File: src/rtl/leaf_pkg.sv
// Shared constants for leaf shells and user-side bridges.
//   LEAF_PAYLOAD_BITS : default payload width of one leaf_interface lane
//   clog2             : ceiling log2 helper for sizing pointers
package leaf_pkg;

  localparam int unsigned LEAF_PAYLOAD_BITS = 32;

  function automatic int unsigned clog2(input int unsigned value);
    int unsigned result;
    result = 0;
    while ((32'd1 << result) < value) begin
      result = result + 1;
    end
    return result;
  endfunction

endpackage

File: src/rtl/sync_fifo_fwft.sv
// Single-clock first-word-fall-through FIFO.
//   clk   : clock
//   reset : synchronous active-high; clears pointers and occupancy
//   wr_en : push request, ignored while full
//   din   : push data
//   full  : occupancy == DEPTH
//   rd_en : pop request, ignored while empty
//   dout  : head entry (0 while empty)
//   empty : occupancy == 0
module sync_fifo_fwft
  import leaf_pkg::*;
#(
  parameter int unsigned WIDTH = 32,
  parameter int unsigned DEPTH = 4
) (
  input  logic             clk,
  input  logic             reset,
  input  logic             wr_en,
  input  logic [WIDTH-1:0] din,
  output logic             full,
  input  logic             rd_en,
  output logic [WIDTH-1:0] dout,
  output logic             empty
);

  localparam int unsigned AW = clog2(DEPTH);
  localparam logic [AW-1:0] PtrOne = {{(AW-1){1'b0}}, 1'b1};
  localparam logic [AW:0]   OccOne = {{AW{1'b0}}, 1'b1};
  localparam logic [AW:0]   OccFull = (AW+1)'(DEPTH);

  logic [WIDTH-1:0] mem_q [DEPTH];
  logic [AW-1:0]    wr_ptr_q, rd_ptr_q;
  logic [AW:0]      occ_q;
  logic             do_wr, do_rd;

  assign full  = (occ_q == OccFull);
  assign empty = (occ_q == '0);
  assign do_wr = wr_en && !full;
  assign do_rd = rd_en && !empty;
  assign dout  = empty ? '0 : mem_q[rd_ptr_q];

  // Storage is not reset; only pointers and occupancy define validity.
  always_ff @(posedge clk) begin
    if (do_wr) begin
      mem_q[wr_ptr_q] <= din;
    end
  end

  always_ff @(posedge clk) begin
    if (reset) begin
      wr_ptr_q <= '0;
      rd_ptr_q <= '0;
      occ_q    <= '0;
    end else begin
      if (do_wr) wr_ptr_q <= wr_ptr_q + PtrOne;
      if (do_rd) rd_ptr_q <= rd_ptr_q + PtrOne;
      // Pointers wrap naturally because DEPTH is a power of two.
      if (do_wr && !do_rd) begin
        occ_q <= occ_q + OccOne;
      end else if (do_rd && !do_wr) begin
        occ_q <= occ_q - OccOne;
      end
    end
  end

endmodule

File: src/rtl/leaf_user_stream_bridge.sv
// User-side terminator of one leaf_interface lane pair (clk_user domain).
//   RX: interface vld/ack stream -> rx_fifo -> kernel ap_fifo read (in_*)
//   TX: kernel ap_fifo write (out_*) -> tx_fifo -> interface vld/ack stream
//   rx_count / tx_count : wrapping counts of words accepted / delivered
// All handshake outputs are forced inactive (and data to 0) while reset is high.
module leaf_user_stream_bridge
  import leaf_pkg::*;
#(
  parameter int unsigned PAYLOAD_BITS = LEAF_PAYLOAD_BITS,
  parameter int unsigned FIFO_DEPTH   = 4,
  parameter int unsigned CNT_BITS     = 16
) (
  input  logic                    clk_user,
  input  logic                    reset,
  input  logic [PAYLOAD_BITS-1:0] dout_leaf_interface2user,
  input  logic                    vld_interface2user,
  output logic                    ack_user2interface,
  output logic [PAYLOAD_BITS-1:0] din_leaf_user2interface,
  output logic                    vld_user2interface,
  input  logic                    ack_interface2user,
  output logic [PAYLOAD_BITS-1:0] in_dout,
  output logic                    in_empty_n,
  input  logic                    in_read,
  input  logic [PAYLOAD_BITS-1:0] out_din,
  output logic                    out_full_n,
  input  logic                    out_write,
  output logic [CNT_BITS-1:0]     rx_count,
  output logic [CNT_BITS-1:0]     tx_count
);

  localparam logic [CNT_BITS-1:0] CntOne = {{(CNT_BITS-1){1'b0}}, 1'b1};

  logic                    rx_full, rx_empty, rx_push, rx_pop;
  logic                    tx_full, tx_empty, tx_push, tx_pop;
  logic [PAYLOAD_BITS-1:0] rx_head, tx_head;
  logic [CNT_BITS-1:0]     rx_count_q, tx_count_q;

  // RX handshake: ack depends only on registered occupancy, never on vld.
  assign ack_user2interface = !reset && !rx_full;
  assign rx_push            = vld_interface2user && ack_user2interface;
  assign in_empty_n         = !reset && !rx_empty;
  assign rx_pop             = in_read && in_empty_n;
  assign in_dout            = reset ? '0 : rx_head;

  // TX handshake.
  assign out_full_n              = !reset && !tx_full;
  assign tx_push                 = out_write && out_full_n;
  assign vld_user2interface      = !reset && !tx_empty;
  assign tx_pop                  = vld_user2interface && ack_interface2user;
  assign din_leaf_user2interface = reset ? '0 : tx_head;

  sync_fifo_fwft #(
    .WIDTH (PAYLOAD_BITS),
    .DEPTH (FIFO_DEPTH)
  ) rx_fifo (
    .clk   (clk_user),
    .reset (reset),
    .wr_en (rx_push),
    .din   (dout_leaf_interface2user),
    .full  (rx_full),
    .rd_en (rx_pop),
    .dout  (rx_head),
    .empty (rx_empty)
  );

  sync_fifo_fwft #(
    .WIDTH (PAYLOAD_BITS),
    .DEPTH (FIFO_DEPTH)
  ) tx_fifo (
    .clk   (clk_user),
    .reset (reset),
    .wr_en (tx_push),
    .din   (out_din),
    .full  (tx_full),
    .rd_en (tx_pop),
    .dout  (tx_head),
    .empty (tx_empty)
  );

  always_ff @(posedge clk_user) begin
    if (reset) begin
      rx_count_q <= '0;
      tx_count_q <= '0;
    end else begin
      if (rx_push) rx_count_q <= rx_count_q + CntOne;
      if (tx_pop)  tx_count_q <= tx_count_q + CntOne;
    end
  end

  assign rx_count = rx_count_q;
  assign tx_count = tx_count_q;

endmodule

File: config.mk
export PLATFORM = sky130hd
export DESIGN_NAME = leaf_user_stream_bridge
export DESIGN_NICKNAME = d
export VERILOG_FILES = /design/src/rtl/leaf_pkg.sv /design/src/rtl/sync_fifo_fwft.sv /design/src/rtl/leaf_user_stream_bridge.sv
export SDC_FILE = /design/constraint.sdc
export NUM_CORES = 1
export LEC_CHECK = 0
export BUFFER_PORTS_ARGS = -buffer_cell sky130_fd_sc_hd__buf_2
export CORE_ASPECT_RATIO = 0.7
export CORE_MARGIN = 1.5
export CORE_UTILIZATION = 51
export CTS_CLUSTER_DIAMETER = 30
export CTS_CLUSTER_SIZE = 30
export DETAILED_ROUTE_END_ITERATION = 6
export PLACE_DENSITY = 0.81
export SLEW_MARGIN = 10
export SYNTH_ARGS = -nofsm -noshare
export SYNTH_HDL_FRONTEND = slang
export SYNTH_SLANG_ARGS = --single-unit
File: constraint.sdc
create_clock -name clk_user -period 2.38 [get_ports clk_user]
set_clock_uncertainty 0.1 [all_clocks]
set_input_delay 0.119 -clock clk_user [delete_from_list [all_inputs] [get_ports clk_user]]
set_output_delay 0.119 -clock clk_user [all_outputs]
set_load 0.01 [all_outputs]
[Yosys cells after proc, flatten, opt, wreduce, memory -nomap -nowiden]
Memory sizes are Yosys's and may differ from the RTL's. A register that Yosys moved wholly into a read port is not among the register bits.
Cells that the tools add are included.
Word-level totals
  flip-flop bits (word level): 46
  RAM bits: 256
  bits of input ports: 70
  output and inout bits: 100
  logic and storage cells: 67
  memories: 2
Memory list
  rx_fifo.mem_q: words 4, width 32, rd ports 1, clocked after memory_dff 1, write ports 1, line sync_fifo_fwft.sv:31  | logic [WIDTH-1:0] mem_q [DEPTH];
  tx_fifo.mem_q: words 4, width 32, rd ports 1, clocked after memory_dff 1, write ports 1, line sync_fifo_fwft.sv:31
Operators by class
  $add $sub $neg: 10
  equal/unequal tests: 2
  mux-type cells: 16
  reduce and logical (&&, ||, !) cells: 29
Operator list (count)
  two-way mux 32 bit: 4
  adder 16 x 1 -> 16 bit (second input constant): 2
  logical AND 1 bit: 16
  two-way mux 3 bit: 4
  zero test 1 bit: 9
  adder 2 x 1 -> 2 bit (second input constant): 4
  two-way mux 2 bit: 4
  adder 3 x 1 -> 3 bit (second input constant): 2
  equality test 3 bit (second input constant): 2
  zero test 3 bit: 2
  subtractor 3 x 1 -> 3 bit (second input constant): 2
  two-way mux 1 bit: 4
  nonzero test 2 bit: 2

[Depth between registers and ports, before layout]
Gate-level depths: netlist (run 1).
  word-level depth: 9
  mapped depth: 10
  gate-level depth less buffers: 9

[Cells and area by module]
Synthesis (run 1) repeated with hierarchy kept, for this count alone.
Unflattened totals
  cells, all modules: 748
  area total of the unflattened synthesis: 12534.5 um2
By module, submodules not included
  sync_fifo_fwft: times used 2, cells each 251, area an instance 5302.6 um2, seq. area each 4023.9 um2
  leaf_user_stream_bridge: times used 1, cells each 246, area an instance 1929.4 um2, seq. area each 640.6 um2

[Worst setup path after synthesis (run 1)]
OpenSTA, ideal clock, no wires.
  path kind: register to register
  start point: register tx_fifo.occ_q[0]
  end point: register tx_fifo.occ_q[2]
  library setup time: 0.070 ns
  data arrival time: 2.265 ns
  required time: 2.210 ns
  slack: -0.055 ns
  stages on the path, launching flop included: 11
  buffers on the path: 1
  period minus slack after synthesis: 2.435 ns
  cells stage by stage: dfxtp_1 nor3_1 clkbuf_1 nor3b_2 inv_1 ha_1 inv_1 fa_1 xor2_1 or3_1 a21oi_1
On the way
  word-level cells in the longest chain between the ends: 8
  elaborated cells on any way between the ends: 19
  those cells by class: add/sub (2); eq/ne (1); mux (2); reduce/logical (14)
Ends and longest elaborated chain
  start: declaration: line sync_fifo_fwft.sv:33  | logic [AW:0] occ_q;
  start signal: assignment: line sync_fifo_fwft.sv:59  | occ_q <= occ_q + OccOne;
  start signal: assignment: line sync_fifo_fwft.sv:61  | occ_q <= occ_q - OccOne;
  equality test 3 bit or zero test 3 bit (tied branches): line sync_fifo_fwft.sv:36, sync_fifo_fwft.sv:37
  zero test 1 bit (on tied branches)
  logical AND 1 bit (on tied branches): line leaf_user_stream_bridge.sv:46, leaf_user_stream_bridge.sv:48
  logical AND 1 bit (on tied branches): line leaf_user_stream_bridge.sv:47, leaf_user_stream_bridge.sv:49
  logical AND 1 bit (on tied branches): line sync_fifo_fwft.sv:38, sync_fifo_fwft.sv:39
  zero test 1 bit (on tied branches): line sync_fifo_fwft.sv:60, sync_fifo_fwft.sv:58
  logical AND 1 bit (on tied branches): line sync_fifo_fwft.sv:60, sync_fifo_fwft.sv:58
  nonzero test 2 bit (no source line) or two-way mux 3 bit (tied branches)
Several ways; a longest one is shown, not always the timed one. The select of a mux whose other input is x is not followed.
A chain may end at the register's enable or synchronous reset.

==> impl_metrics.json, run 1 <==
{
  "grt_pass1_vias": 7363,
  "power_density_nw_per_um2": 963,
  "p_clk_share_pct": 42.3,
  "avgViaCountPerCell": 5.36,
  "synthCells": 675,
  "grt_util_all_layers_pct": 20.6,
  "finalSetupViolCount": 0,
  "maxSlewHeadroom_pct": 65.5,
  "wl_per_cell_microns": 19.1,
  "grt_max_degree": 34,
  "worstSkewPairLatency_ns": 0.52,
  "pin_count": 170,
  "die_area_sq_um": 24600,
  "timing.rr.end": "tx_fifo.occ_q[2]",
  "cts_tree": "yes",
  "portBuffers": 169,
  "final_nets": 1038,
  "grt_first_pass_wirelength_microns": 39600,
  "clk_pin_slew_ns": 0.05,
  "p_seq_share_pct": 41.9,
  "hold_viol_final": 0,
  "antennaDiodeCount": 0,
  "wl_microns": 24900,
  "numPlacedInstances": 1151,
  "ir_drop_uv": 614,
  "grt-ovfl-total": 0,
  "seq_area_frac_synth_pct": 72.1,
  "whs_ns": 0.0719,
  "start_util_pct": 52.6,
  "antenna_found_initial": 0,
  "cts_made_buffers": 44,
  "combPwrFrac_pct": 15.8,
  "rsz0062_at_grt": "false",
  "async_reset_ff_share_pct": 0,
  "synth_ff_type": "edfxtp_1",
  "die_height_microns": 132,
  "power_w": 0.0151,
  "syn_nets": 759,
  "gp_congestion": 0.780,
  "reg2reg_slack_ns": 0.13,
  "detailedPlacementHpwl_microns": 14700,
  "drive_above_1_share_pct": 35.4,
  "clk_path_buf_depth": 3,
  "synth-edff-count": 256,
  "final_cells": 1301,
  "finalMaxSlewViolations": 0,
  "cts-root-buf": "clkbuf_16",
  "setup_tns_ns": 0,
  "power_switching_share_pct": 25.3,
  "cts_setup_buffers": 0,
  "synth_area_leader_cell": "edfxtp_1",
  "critPathRequiredTime_ns": 2.16,
  "p_leak_nw": 5.71,
  "clock.fmax_mhz": 437,
  "yosysWarnings": 0,
  "rows": 46,
  "synth_area_leaders": "edfxtp_1 (64%), mux4_2 (12%), dfxtp_1 (8.3%)",
  "fin_crit_ns": 2.29,
  "internal-power_w": 0.0112,
  "outcome": "completed",
  "start_kind": "register",
  "drt_iter0_drc": 499,
  "tightest_slew_ns": 0.517,
  "maxCapViolCount": 0,
  "core_area_sq_um": 22900,
  "rr_worst_depth": 8,
  "hold_path_class": "input port to register",
  "cts.sinks": 306,
  "crit_end": "in_dout[29]",
  "ys_ff_latch": 306,
  "power.switching_w": 0.00381,
  "cp_max_fo": 11,
  "avgSynthCellArea_sq_um": 17.9,
  "period_share_pct": 96.1,
  "drc": 0,
  "crit_path_end_kind": "primary output",
  "area.growth.synth_to_final_pct": 29.7,
  "htreeDepth": 2,
  "r2r-start": "tx_fifo.occ_q[0]",
  "ys_types": 41,
  "drt_first_pass_iters": 5,
  "vias": 6979,
  "ant_nets": 0,
  "synth.top_cell.area_share_pct": 63.8,
  "syn_area_sq_um": 12000,
  "die_x_microns": 187,
  "critPathKind": "register to primary output",
  "critical_path_arrival_ns": 2.07
}
==> cell usage after synthesis (2+ instances only) <==
cell type and n:
edfxtp_1 256, and2_1 72, mux4_2 64, dfxtp_1 50
nor2_1 35, clkbuf_1 22, xnor2_1 18, a21oi_1 13
o21ai_0 13, ha_1 12, inv_1 12, nand2_1 12
nand3_1 12, or3_1 11, nand4_1 8, buf_2 7
nor3_1 7, xor2_1 7, mux2i_1 5, nand2b_1 5
nor4_1 4, nor4b_1 4, and4_1 2, fa_1 2
mux2_2 2, nor2b_1 2, nor3b_2 2, o31ai_1 2
or4b_1 2
==> area by class of cell <==
class                      count  area, sq um
fill                        1541         7280
clock buffer                  48         1170
multi-input combinational    326         3200
tap                          312          390
inverter                      12         45.0
sequential                   306         8690
timing repair buffer         264         1820
clock inverter                33          314
==> kinds of logic after synthesis <==
kind of cell / synth area share [%]
flip-flops: 72.1
AND/OR/NAND/NOR: 9.08
multiplexers: 12.6
buffers and inverters: 1.47
AO/OA/AOI/OAI: 1.38
XOR/XNOR: 1.82
adder cells (fa/ha/maj): 1.58
==> routing by layer <==
metal	routed length [microns]	global-route usage (%)	up-vias
met1	10800	28.5	3515
met2	12300	34.0	236
met5	0	0	-
met4	442	5.96	0
li1	-	-	3188
met3	1260	3.50	40
==> cell usage in the layout, fill, tap and decap left out, types with 10 or more instances in the layout <==
cell,synthesis,layout
xnor2_1,18,18
mux4_2,64,64
inv_1,12,12
nand3_1,12,12
edfxtp_1,256,256
or3_1,11,11
a21oi_1,13,13
dlygate4sd3_1,0,68
clkbuf_16,0,47
dfxtp_1,50,48
o21ai_0,13,13
buf_2,7,169
nor2_1,35,34
and2_1,72,72
ha_1,12,12
nand2_1,12,12
buf_4,0,20
inv_6,0,10
==> sequential cells by signal (all words and copies together) (netlist names), named ones only <==
| register | count |
|---|---|
| rx_count | 16 |
| rx_fifo.mem_q | 128 |
| rx_fifo.occ_q | 3 |
| rx_fifo.rd_ptr_q | 2 |
| rx_fifo.wr_ptr_q | 2 |
| tx_count | 16 |
| tx_fifo.mem_q | 128 |
| tx_fifo.occ_q | 3 |
| tx_fifo.rd_ptr_q | 2 |
| tx_fifo.wr_ptr_q | 2 |
==> what timing repair did <==
item | in CTS | in global routing
cloned | 0 | 1
endpoints found under the setup margin | 18 | 42
pin swaps | 0 | 0
resized for setup | 1 | 2
hold buffers | 68 | 0
endpoints found under the hold margin | 271 | 0
==> power by group through the flow <==
stage	clock network [W]	registers (W)	logic, W
after floorplan	0	0.00634	0.00146
after global placement	0	0.00637	0.00224
after detailed placement	0	0.00639	0.00228
after CTS	0.00649	0.00629	0.00239
after global routing	0.00672	0.00633	0.00262
final	0.00637	0.00630	0.00238
==> worst max-delay path: stages, from the launching register on <==
cell and delay, ns:
dfxtp_4 0.49, buf_12 0.20, mux4_2 0.52, and2_1 0.19, buf_2 0.14
==> metrics by stage <==
stage / instance area, sq um / setup WS, ns / util, %
after floorplan: 12100 / 0.0609 / -
after global placement: 13400 / 0.191 / 58.6
after detailed placement: 13400 / 0.127 / 58.6
after CTS: 15600 / 0.0382 / 68.1
after global routing: 15600 / 0.00740 / 68.2
final: 15600 / 0.0939 / 68.2
==> worst min-delay path by stage <==
stage                                 start  depth (start not counted)  slack [ns]                   end
5_1_grt                           out_write                          6        0.11   tx_fifo.wr_ptr_q[1]
4_1_cts                           out_write                          6        0.06   tx_fifo.wr_ptr_q[1]
3_3_place_gp                     out_din[3]                          1        0.24   tx_fifo.mem_q[3][3]
3_5_place_dp   dout_leaf_interface2user[21]                          1        0.24  rx_fifo.mem_q[1][21]
2_1_floorplan   dout_leaf_interface2user[0]                          0        0.12   rx_fifo.mem_q[0][0]
6_report                          out_write                          6        0.07   tx_fifo.wr_ptr_q[1]
No activity file was read; power rests on OpenSTA's default activity.
==> run 2, diff against run 1 <==
- PLACE_DENSITY: 0.81 -> not set
- PLACE_DENSITY_LB_ADDON: not set -> 0.3
==> impl_metrics.json, run 2 (synthesis results as in run 1) <==
{
  "outcome": "completed",
  "vias": 6935,
  "critical_path_arrival_ns": 2.05,
  "crit_buf_inv": 2,
  "rows": 46,
  "cp_top_family": "multiplexers",
  "worstSkewPairLatency_ns": 0.51,
  "nFillCells": 1553,
  "hold_path_class": "input port to register",
  "p_leak_nw": 5.68,
  "final_nets": 1034,
  "antenna_found_initial": 0,
  "finalSetupViolCount": 0,
  "die_height_microns": 132,
  "fin_crit_ns": 2.27,
  "wl_per_cell_microns": 18.6,
  "start_util_pct": 52.6,
  "core_area_sq_um": 22900,
  "grt_first_pass_wirelength_microns": 38700,
  "tightest_slew_ns": 0.493,
  "area.growth.synth_to_final_pct": 29.6,
  "finalMaxSlewViolations": 0,
  "cts_tree": "yes",
  "power_density_nw_per_um2": 967,
  "final_cell_mix": "edfxtp_1 (256), buf_2 (169), and2_1 (72)",
  "maxCapViolCount": 0,
  "clk_pin_slew_ns": 0.06,
  "path_cells": "buf_12 > mux4_2 > and2_1 > buf_2",
  "wl_met1_microns": 10200,
  "wl_met2_microns": 12000,
  "ant_nets": 0,
  "drc": 0,
  "rsz0062_at_grt": "false",
  "critPathKind": "register to primary output",
  "grt_util_all_layers_pct": 20.0,
  "regArea_sq_um": 8700,
  "setup_tns_ns": 0,
  "cts-root-buf": "clkbuf_16",
  "cts_made_buffers": 44,
  "drive_above_1_share_pct": 35.6,
  "detailedPlacementHpwl_microns": 14400,
  "whs_ns": 0.0619,
  "pin_count": 170,
  "portBuffers": 169,
  "finalInstanceArea_sq_um": 15600,
  "cts.sinks": 306,
  "slowest_stage": "mux4_2",
  "clock.fmax_mhz": 441,
  "power_switching_share_pct": 25.2,
  "start_kind": "register",
  "top_regs": "rx_fifo.mem_q x128, tx_fifo.mem_q x128",
  "die_area_sq_um": 24600,
  "grt_pass1_vias": 7547,
  "ir_drop_uv": 454,
  "power.switching_w": 0.00381,
  "avgViaCountPerCell": 5.35,
  "cts_setup_buffers": 0,
  "grt-ovfl-total": 0,
  "hold_viol_final": 0,
  "cp_max_fo": 17,
  "multi_input_area_sq_um": 3210,
  "antennaDiodeCount": 0,
  "p_seq_share_pct": 41.7,
  "combPwrFrac_pct": 15.8,
  "htreeDepth": 2,
  "drt_first_pass_iters": 5,
  "gp_congestion": 0.870,
  "period_share_pct": 95.3,
  "grt_max_degree": 34,
  "crit_path_end_kind": "primary output",
  "mostFrequentLayoutCell": "edfxtp_1",
  "die_x_microns": 187,
  "drt_iter0_drc": 396,
  "slowest_delay_ns": 0.52,
  "clk_path_buf_depth": 3,
  "wl_met3_microns": 1440,
  "maxSlewHeadroom_pct": 67.1,
  "critPathRequiredTime_ns": 2.16,
  "p_clk_share_pct": 42.5,
  "dpl-instance-area_sq_um": 13400,
  "wl_microns": 24100,
  "internal-power_w": 0.0113,
  "top_layer_used": "met4"
}
run 2: cell types whose count changed in the layout (fill, tap and decap cells not counted), sizes merged:
cell,delta
clkinv,-5
buf,-3
clkinvlp,+2
clkbuf,+1
run 2: final cells by class:
class	count	area share, %
Tap cell	312	2.50
Multi-Input combinational cell	326	20.5
Clock inverter	30	2.00
Inverter	12	0.288
Sequential cell	306	55.7
Clock buffer	50	7.60
Timing Repair Buffer	260	11.4
run 2: timing repair:
action,in CTS,in global routing
gates resized for setup,3,5
hold endpoints to repair,271,0
pin swaps,0,1
hold buffers,68,0
endpoints found under the setup margin,14,2
run 2: power groups by stage:
stage	clock network [W]	logic, W	registers (W)
6_report	0.00642	0.00238	0.00631
3_3_place_gp	0	0.00223	0.00636
2_1_floorplan	0	0.00146	0.00634
5_1_grt	0.00677	0.00260	0.00633
3_5_place_dp	0	0.00229	0.00640
4_1_cts	0.00654	0.00241	0.00629
run 2: layer usage:
metal / vias up / GRT usage (%)
li1: 3174 / -
met1: 3469 / 25.9
met2: 247 / 33.9
met3: 45 / 4.03
met4: 0 / 6.85
met5: - / 0
run 2: per-stage QoR:
step / setup slack [ns] / total power [W] / instances / utilization (%)
after global routing: 0.00244 / 0.0157 / 1296 / 68.2
after global placement: 0.174 / 0.00859 / 1148 / 58.5
after floorplan: 0.0609 / 0.00781 / 675 / -
final: 0.112 / 0.0151 / 1296 / 68.2
after detailed placement: -0.00988 / 0.00869 / 1148 / 58.5
after CTS: 0.0184 / 0.0152 / 1296 / 68.1
run 2: final timing paths:
| check | startpoint | endpoint | slack [ns] | cells past startpoint |
|---|---|---|---|---|
| max | register | din_leaf_user2interface[22] | 0.11 | 4 |
| min | out_write | tx_fifo.wr_ptr_q[1] | 0.06 | 6 |
| max reg2reg | tx_fifo.occ_q[2] | tx_fifo.occ_q[2] | 0.12 | 9 |
| min reg2reg | tx_fifo.rd_ptr_q[1] | tx_fifo.rd_ptr_q[1] | 0.37 | 1 |
run 2: worst reg2reg max path, stage by stage (launching register included):
cell and delay [ns]:
dfxtp_1 0.37, nor3_4 0.25, nor3b_2 0.13, inv_1 0.08, ha_2 0.19, inv_1 0.05, fa_1 0.38, xor2_1 0.19
or3_1 0.32, a21oi_1 0.14
==> run 3, diff against run 2 <==
- CORE_MARGIN: 1.5 -> 3
- CORE_UTILIZATION: 51 -> 25
==> impl_metrics.json, run 3 (synthesis results as in run 1) <==
{
  "detailedPlacementHpwl_microns": 16600,
  "die_area_sq_um": 50900,
  "grt_pass1_vias": 7416,
  "critical_path_arrival_ns": 2.06,
  "grt_max_degree": 34,
  "ant_nets": 0,
  "hold_path_class": "input port to register",
  "antenna_found_initial": 1,
  "clk_pin_slew_ns": 0.05,
  "start_util_pct": 25.6,
  "power_density_nw_per_um2": 1010,
  "power_w": 0.0169,
  "maxSlewHeadroom_pct": 71.7,
  "drc": 0,
  "rr_worst_depth": 8,
  "ir_drop_uv": 535,
  "cp_top_family": "multiplexers",
  "whs_ns": 0.202,
  "pin_count": 170,
  "maxCapViolCount": 0,
  "critPathKind": "register to primary output",
  "mostFrequentLayoutCell": "edfxtp_1",
  "clk_path_buf_depth": 3,
  "portBuffers": 169,
  "die_x_microns": 268,
  "drt_iter0_drc": 332,
  "final_cell_mix": "edfxtp_1 (256), buf_2 (169), dlygate4sd3_1 (70)",
  "tightest_slew_ns": 0.419,
  "cts_tree": "yes",
  "reg2reg_slack_ns": 0.17,
  "period_share_pct": 95.8,
  "vias": 6976,
  "slowest_delay_ns": 0.49,
  "die_height_microns": 190,
  "drive_above_1_share_pct": 38.6,
  "grt_util_all_layers_pct": 10.5,
  "final_core_util_pct": 35.6,
  "slowest_stage": "mux4_2",
  "numPlacedInstances": 1454,
  "rows": 66,
  "timing.rr.end": "tx_fifo.occ_q[2]",
  "outcome": "completed",
  "finalInstanceArea_sq_um": 16700,
  "avgViaCountPerCell": 4.25,
  "fin_crit_ns": 2.28,
  "path_depth": 4,
  "finalMaxSlewViolations": 0,
  "antennaDiodeCount": 0,
  "cts.sinks": 306,
  "crit_path_end_kind": "primary output",
  "cp_max_fo": 10,
  "grt_first_pass_wirelength_microns": 41700,
  "p_leak_nw": 6.03,
  "finalSetupViolCount": 0,
  "dpl-instance-area_sq_um": 14000,
  "start_kind": "register",
  "path_cells": "buf_4 > mux4_2 > and2_1 > buf_2",
  "final_cells": 1640,
  "r2r-start": "tx_fifo.occ_q[0]",
  "clock.fmax_mhz": 439,
  "grt-ovfl-total": 0,
  "wl_microns": 27100,
  "wl_per_cell_microns": 16.5,
  "critPathRequiredTime_ns": 2.16,
  "crit_end": "din_leaf_user2interface[2]",
  "cts_made_buffers": 58,
  "crit_buf_inv": 2,
  "hold_viol_final": 0,
  "area.growth.synth_to_final_pct": 38.8,
  "core_area_sq_um": 47000,
  "htreeDepth": 2,
  "top_regs": "rx_fifo.mem_q x128, tx_fifo.mem_q x128",
  "cts-root-buf": "clkbuf_16",
  "worstSkewPairLatency_ns": 0.57,
  "final_nets": 1062,
  "drt_first_pass_iters": 4,
  "gp_congestion": 0.704
}
[run 3: cell types whose count changed in the layout (fill, tap and decap cells not counted), moves of 3 or more]
cell       delta
clkbuf_16    +15
buf_12       +10
clkinv_4      +6
and2_2        +8
clkinv_1      +7
and2_1       -12
inv_8         +3
clkinv_2      +3
and2_4        +4
[run 3: area by class of cell]
cell class	instances	area (sq um)
multi-input cells	326	3210
well taps	612	766
flip-flops and latches	306	8700
clock buffers	61	1480
repair buffers	274	2050
clock inverters	49	467
fillers	4460	30300
inverters	12	45.0
[run 3: timing repair]
action / 4_1_cts / 5_1_grt
gates cloned: 0 / 3
setup endpoints to repair: 34 / 60
endpoints found under the hold margin: 285 / 0
hold buffers: 70 / 0
pin swaps: 1 / 0
resized for setup: 5 / 6
buffers inserted: 1 / 2
[run 3: metal layers]
layer | global-route usage [%] | part of all wire (%)
met5 | 0 | 0.026
met2 | 16.7 | 46
met1 | 14.0 | 47
met4 | 3.58 | 2.3
met3 | 2.77 | 4.9
[run 3: power by group]
| group | switching (W) | internal [W] | leakage (nW) |
|---|---|---|---|
| combinational | 0.00128 | 0.00131 | 2.35 |
| sequential | 0.000182 | 0.00614 | 2.73 |
| clock | 0.00290 | 0.00506 | 0.948 |
| total | 0.00435 | 0.0125 | 6.03 |
[run 3: through the flow]
step / setup TNS [ns] / setup slack, ns
2_1_floorplan: 0 / 0.0609
3_3_place_gp: 0 / 0.198
3_5_place_dp: 0 / 0.123
4_1_cts: -0.00789 / -0.00789
5_1_grt: -0.00165 / -0.00165
6_report: 0 / 0.100
[run 3: how the worst min path moves through the flow]
stage / from / cells after the start / end
after CTS: out_din[1] / 2 / tx_fifo.mem_q[0][1]
after floorplan: dout_leaf_interface2user[0] / 0 / rx_fifo.mem_q[0][0]
final: out_din[2] / 2 / tx_fifo.mem_q[2][2]
after detailed placement: out_din[8] / 1 / tx_fifo.mem_q[2][8]
after global placement: out_din[8] / 1 / tx_fifo.mem_q[2][8]
after global routing: out_din[2] / 2 / tx_fifo.mem_q[2][2]
